**src/rtl/utils.sv**
```systemverilog
// utils: shared width derivation and flat-vector slicing macros
`ifndef UTILS
`define UTILS
`define SIDW_OF(n) (((n) > 1) ? $clog2(n) : 1)
`define FLAT_SLICE(v, i, w) v[(i)*(w) +: (w)]
`endif

```
**src/rtl/arb_egress_stage_onehot_select.sv**
```systemverilog
// onehot_select: grant vector to lowest set index, multi-hot flag and selected data slice
`include "utils.sv"
module onehot_select #(
  parameter int NUM_REQS = 4,
  parameter int WIDTH = 8,
  parameter int SIDW = `SIDW_OF(NUM_REQS)
) (
  input  logic [NUM_REQS-1:0]       i_gnt,
  input  logic [NUM_REQS*WIDTH-1:0] i_flat_data,
  output logic [SIDW-1:0]           o_idx,
  output logic                      o_multi_hot,
  output logic [WIDTH-1:0]          o_data
);
  // descending scan so the lowest set bit wins
  always_comb begin
    o_idx = '0;
    for (int i = NUM_REQS - 1; i >= 0; i--) if (i_gnt[i]) o_idx = SIDW'(i);
  end
  assign o_multi_hot = |(i_gnt & (i_gnt - NUM_REQS'(1)));
  assign o_data = `FLAT_SLICE(i_flat_data, o_idx, WIDTH);
endmodule

```
**src/rtl/arb_egress_stage.sv**
```systemverilog
// arb_egress_stage: captures the granted FIFO head word into a skid buffer and drains it
// over valid/ready, asserting blk back to the arbiter while the buffer is full.
`include "utils.sv"
module arb_egress_stage #(
  parameter int NUM_REQS = 4,
  parameter int WIDTH = 8,
  parameter int SKID_DEPTH = 2,
  parameter int CNTW = 16,
  localparam int SIDW = `SIDW_OF(NUM_REQS),
  localparam int PTRW = $clog2(SKID_DEPTH)
) (
  input  logic                      clk,
  input  logic                      rst,
  input  logic [NUM_REQS-1:0]       gnt,
  input  logic [NUM_REQS*WIDTH-1:0] flat_data_in,
  output logic                      blk,
  output logic                      out_vld,
  input  logic                      out_rdy,
  output logic [WIDTH-1:0]          out_data,
  output logic [SIDW-1:0]           out_src,
  output logic [CNTW-1:0]           pkt_cnt,
  output logic                      ovf_err,
  output logic                      gnt_err
);
  localparam logic [PTRW:0] FULL = (PTRW + 1)'(SKID_DEPTH);
  logic [SIDW-1:0]  r_src [SKID_DEPTH];
  logic [WIDTH-1:0] r_data [SKID_DEPTH];
  logic [PTRW-1:0]  r_wr_ptr, r_rd_ptr;
  logic [PTRW:0]    r_occ;
  logic [CNTW-1:0]  r_pkt_cnt;
  logic             r_ovf, r_gnt_err;
  logic [SIDW-1:0]  w_idx;
  logic [WIDTH-1:0] w_sel;
  logic             w_multi, w_push, w_pop, w_full, w_wr;
  onehot_select #(.NUM_REQS(NUM_REQS), .WIDTH(WIDTH), .SIDW(SIDW)) u_sel (
    .i_gnt(gnt),
    .i_flat_data(flat_data_in),
    .o_idx(w_idx),
    .o_multi_hot(w_multi),
    .o_data(w_sel)
  );
  assign w_push = |gnt;
  assign w_full = r_occ == FULL;
  assign w_wr = w_push & ~w_full;
  assign w_pop = out_vld & out_rdy;
  // pop only sees entries written on earlier cycles, so there is no same-cycle bypass
  always_ff @(posedge clk or posedge rst) begin
    if (rst) begin
      r_wr_ptr <= '0;
      r_rd_ptr <= '0;
      r_occ <= '0;
      r_pkt_cnt <= '0;
      r_ovf <= 1'b0;
      r_gnt_err <= 1'b0;
      for (int i = 0; i < SKID_DEPTH; i++) begin
        r_src[i] <= '0;
        r_data[i] <= '0;
      end
    end else begin
      if (w_wr) begin
        r_src[r_wr_ptr] <= w_idx;
        r_data[r_wr_ptr] <= w_sel;
        r_wr_ptr <= r_wr_ptr + PTRW'(1);
      end
      if (w_pop) begin
        r_rd_ptr <= r_rd_ptr + PTRW'(1);
        r_pkt_cnt <= r_pkt_cnt + CNTW'(1);
      end
      r_occ <= r_occ + (PTRW + 1)'(w_wr) - (PTRW + 1)'(w_pop);
      if (w_push && w_full) r_ovf <= 1'b1;
      if (w_multi) r_gnt_err <= 1'b1;
    end
  end
  assign out_vld = r_occ != '0;
  assign blk = w_full;
  assign out_data = r_data[r_rd_ptr];
  assign out_src = r_src[r_rd_ptr];
  assign pkt_cnt = r_pkt_cnt;
  assign ovf_err = r_ovf;
  assign gnt_err = r_gnt_err;
`ifdef FORMAL
  always_comb if (blk) assume (gnt == '0);
  always_ff @(posedge clk) begin
    assert (!ovf_err);
    assert (r_occ <= FULL);
  end
  always_ff @(posedge clk) if (!rst && $past(!rst && out_vld && !out_rdy)) assert ($stable(out_data));
`endif
endmodule
```
**config.mk**
```make
export PLATFORM = sky130hd
export DESIGN_NAME = arb_egress_stage
export DESIGN_NICKNAME = d
export VERILOG_FILES = /design/src/rtl/arb_egress_stage_onehot_select.sv /design/src/rtl/arb_egress_stage.sv
export VERILOG_INCLUDE_DIRS = /design/src /design/src/rtl
export SDC_FILE = /design/constraint.sdc
export NUM_CORES = 1
export LEC_CHECK = 0
export CORE_ASPECT_RATIO = 1.2
export CORE_MARGIN = 10
export CORE_UTILIZATION = 30
export DETAILED_ROUTE_END_ITERATION = 10
export PLACE_DENSITY_LB_ADDON = 0.12
export RECOVER_POWER = 25
export SLEW_MARGIN = 30
export SYNTH_ARGS = -nofsm -noshare
export SYNTH_HDL_FRONTEND = slang
export SYNTH_SLANG_ARGS = --single-unit
```
**constraint.sdc**
```tcl
create_clock -name clk -period 1.93 [get_ports clk]
set_clock_uncertainty 0.2 [all_clocks]
set_input_delay 0.193 -clock clk [delete_from_list [all_inputs] [get_ports clk]]
set_output_delay 0.193 -clock clk [all_outputs]
set_load 0.02 [all_outputs]
```
==> summary.md <==
| Metric | Value |
|---|---|
| Net count, final | `312` |
| DRC viols | `0` |
| Top-count cell post-synth | `dfrtp_1` |
| Sink Count | `42` |
| Post-synth top area share | `0.476` |
| Worst reg-to-reg setup slack | `140 ps` |
| Unrepaired setup endpoints after global routing | `false` |
| DP Wirelength | `4490 um` |
| Max_cap viols | `0` |
| Period utilization | `0.946` |
| Filler cells | `680` |
| Cell Rows | `34` |
| Crit start category | `primary input` |
| Yosys top cell by area | `dfrtp_1` |
| Final setup margin | `105 ps` |
| Worst setup path end | `r_data[6]$_DFFE_PP0P_` |
| GRT overflow | `0` |
| Critical path type | `primary input to flip-flop` |
| Final Wtd Congestion | `0.756` |
| Slew margin rel. | `0.327` |
| Slew Viols, Final | `0` |
| Synth Flop Type | `dfrtp_1` |
| Crit-path max FO | `11` |
| Drt via density | `4.56` |
| Syn_area_per_cell | `12.1 um^2` |
| CP startpoint | `gnt[0]` |
| Placed cell count | `353` |
| Hold Crit Class | `primary input to flip-flop` |
| Leakage | `0.00141 uW` |
| Drt first pass iters | `3` |
| Buffers added on ports | `68` |
| DIE HEIGHT | `114 um` |
| Sequential fraction of the synthesis area | `0.476` |
| DRT antenna net count | `0` |
| Post-route cell area | `3220 um^2` |
| Synth-to-layout area growth | `45.8%` |
| Pwr Total | `4300 uW` |
| Util after Layout | `0.447` |
| Outcome | `complete, no violations` |
| Tightest Pin Transition | `1010 ps` |
| Register bit total from synthesis | `42` |
| Vias in the first global route | `1,853` |
| Area contributors post-synth | `dfrtp_1 (48%), mux2_2 (9.7%), xnor2_1 (5.6%)` |
| Antenna Cells | `0` |
| VDD IR max | `0.759 mV` |
| DIE WIDTH | `98.3 um` |
| CP Capture Type | `flip-flop` |
| Max Freq | `0.548 GHz` |
| Asr flop ratio synth | `1.00` |
| Htree depth | `2` |
| Min-delay src | `gnt[1]` |
| Total CTS buffers | `5` |
| Post-Syn Nets | `224` |
| Most frequent cells after synthesis | `dfrtp_1 (42), mux2_2 (19), nor2_1 (14), xnor2_1 (14), inv_1 (12)` |
| TritonCTS clock tree | `built` |
| Hold Vio Cnt, Final | `0` |
| Post-synthesis cell count | `183` |
| Power Density | `1340 nW/um^2` |
| Final setup fails | `0` |
| Final Instance Count excl. Fillers | `362` |
| Post-Syn Area | `2210 um^2` |
| Largest net degree at the start of global routing | `43` |
| Cell Area, Placed | `3130 um^2` |
| CTS max path bufs | `2` |
| Min cycle time layout | `1830 ps` |
| Distinct cell type count after synthesis | `39` |
| Core ar. | `7190 um^2` |
| Worst Hold Path Cells | `3` |
| Worst path required time | `1910 ps` |
| Critical Path AT | `1810 ps` |
| Initial DRC Count | `25` |
| Post-DR wirelength/cell | `15.7 um` |
| Yosys warns | `0` |
| Total track usage | `0.104` |
| Number of synthesized flops with an enable pin | `0` |
| Die area | `11,200 um^2` |
| Layout cells sized above 1 | `0.301` |
| Worst r2r src | `r_occ[1]$_DFF_PP0_` |
| Root buffer cell | `clkbuf_8` |
| Clock-pin slew on the worst setup and hold paths | `90 ps` |
| First-pass GRT wire length | `9690 um` |
| Starting Density | `0.307` |
| Clock latency reported for the late side of the worst-skew pair | `290 ps` |
| Initial antenna violation count | `0` |
| Hold-fix buffer count after cts | `0` |
| FF-to-FF path depth | `6` |
| # IOs | `69` |
| Via count | `1,652` |
| Routed WL | `5700 um` |
| Post-Place Setup Slack | `-258 ps` |
| R2R Path End | `r_occ[1]$_DFF_PP0_` |
sequential cells by signal, indices dropped and copies added (netlist names):
register  count
pkt_cnt      16
r_data       16
r_src         4
r_occ         2
gnt_err       1
ovf_err       1
r_rd_ptr      1
r_wr_ptr      1
logic make-up (layout without fill, tap and decap cells):
group                      Yosys count  in the layout  synth area share
adders and majority gates            3              3            0.0159
AOI/OAI and AO/OA                   24             24             0.101
and+or+nand+nor                     49             49             0.131
xor gates and xnor gates            20             20            0.0794
muxes                               28             28             0.156
DFF                                 42             42             0.476
buffers and inverters               17            106            0.0403
worst min path at each step:
stage	slack, ps	endpoint
6_report	170	ovf_err$_DFFE_PP0P_
5_1_grt	200	ovf_err$_DFFE_PP0P_
4_1_cts	40	pkt_cnt[12]$_DFFE_PP0P_
3_5_place_dp	260	ovf_err$_DFFE_PP0P_
3_3_place_gp	260	pkt_cnt[15]$_DFFE_PP0P_
2_1_floorplan	150	gnt_err$_DFFE_PP0P_
metrics by stage:
step | hold WS (ps) | TNS, ps
2_1_floorplan | 152 | 0
3_3_place_gp | 264 | -3360
3_5_place_dp | 258 | -3910
4_1_cts | 40.0 | 0
5_1_grt | 200 | 0
6_report | 167 | 0
layout make-up:
type / count / area, um^2 / share of cell area
timing repair buffer: 86 / 808 / 0.251
tap: 90 / 113 / 0.0350
clock buffer: 5 / 68.8 / 0.0214
sequential: 42 / 1050 / 0.327
clock inverter: 3 / 48.8 / 0.0152
multi-input combinational: 124 / 1080 / 0.336
inverter: 12 / 45.0 / 0.0140
layout by cell type (no fill, tap or decap), types with 5 or more instances in the layout:
cell type and n:
o22ai_1 8, nand2_1 10, dfrtp_1 42, clkdlybuf4s50_1 53, mux2_4 8, xor2_1 6
buf_4 14, inv_1 11, nor2_1 14, mux2_2 19, clkbuf_8 5, clkbuf_2 10
xnor2_1 13, a221oi_2 8
layer usage:
metal  vias up  GRT usage  routed length (um)
met1       777      0.118                2420
li1        829          -                   -
met2        42      0.186                2910
met3         4     0.0333                 332
met5         -          0                   0
met4         0     0.0230                  40
what timing repair did:
action,4_1_cts,5_1_grt
endpoints found under the hold margin,0,0
buffers inserted,1,0
resized for setup,13,23
endpoints found under the setup margin,12,17
pin swaps,0,2
power breakdown:
group	total, uW	internal, uW	switching, uW
Combinational	2110	1130	979
Sequential	1460	1200	260
Clock	727	394	333
critical path, stage by stage:
cell and delay (ps):
clkdlybuf4s50_1 460, or4_4 570, nand3b_4 220, mux2_2 360
Note: power is estimated with default switching activity, not from simulation.
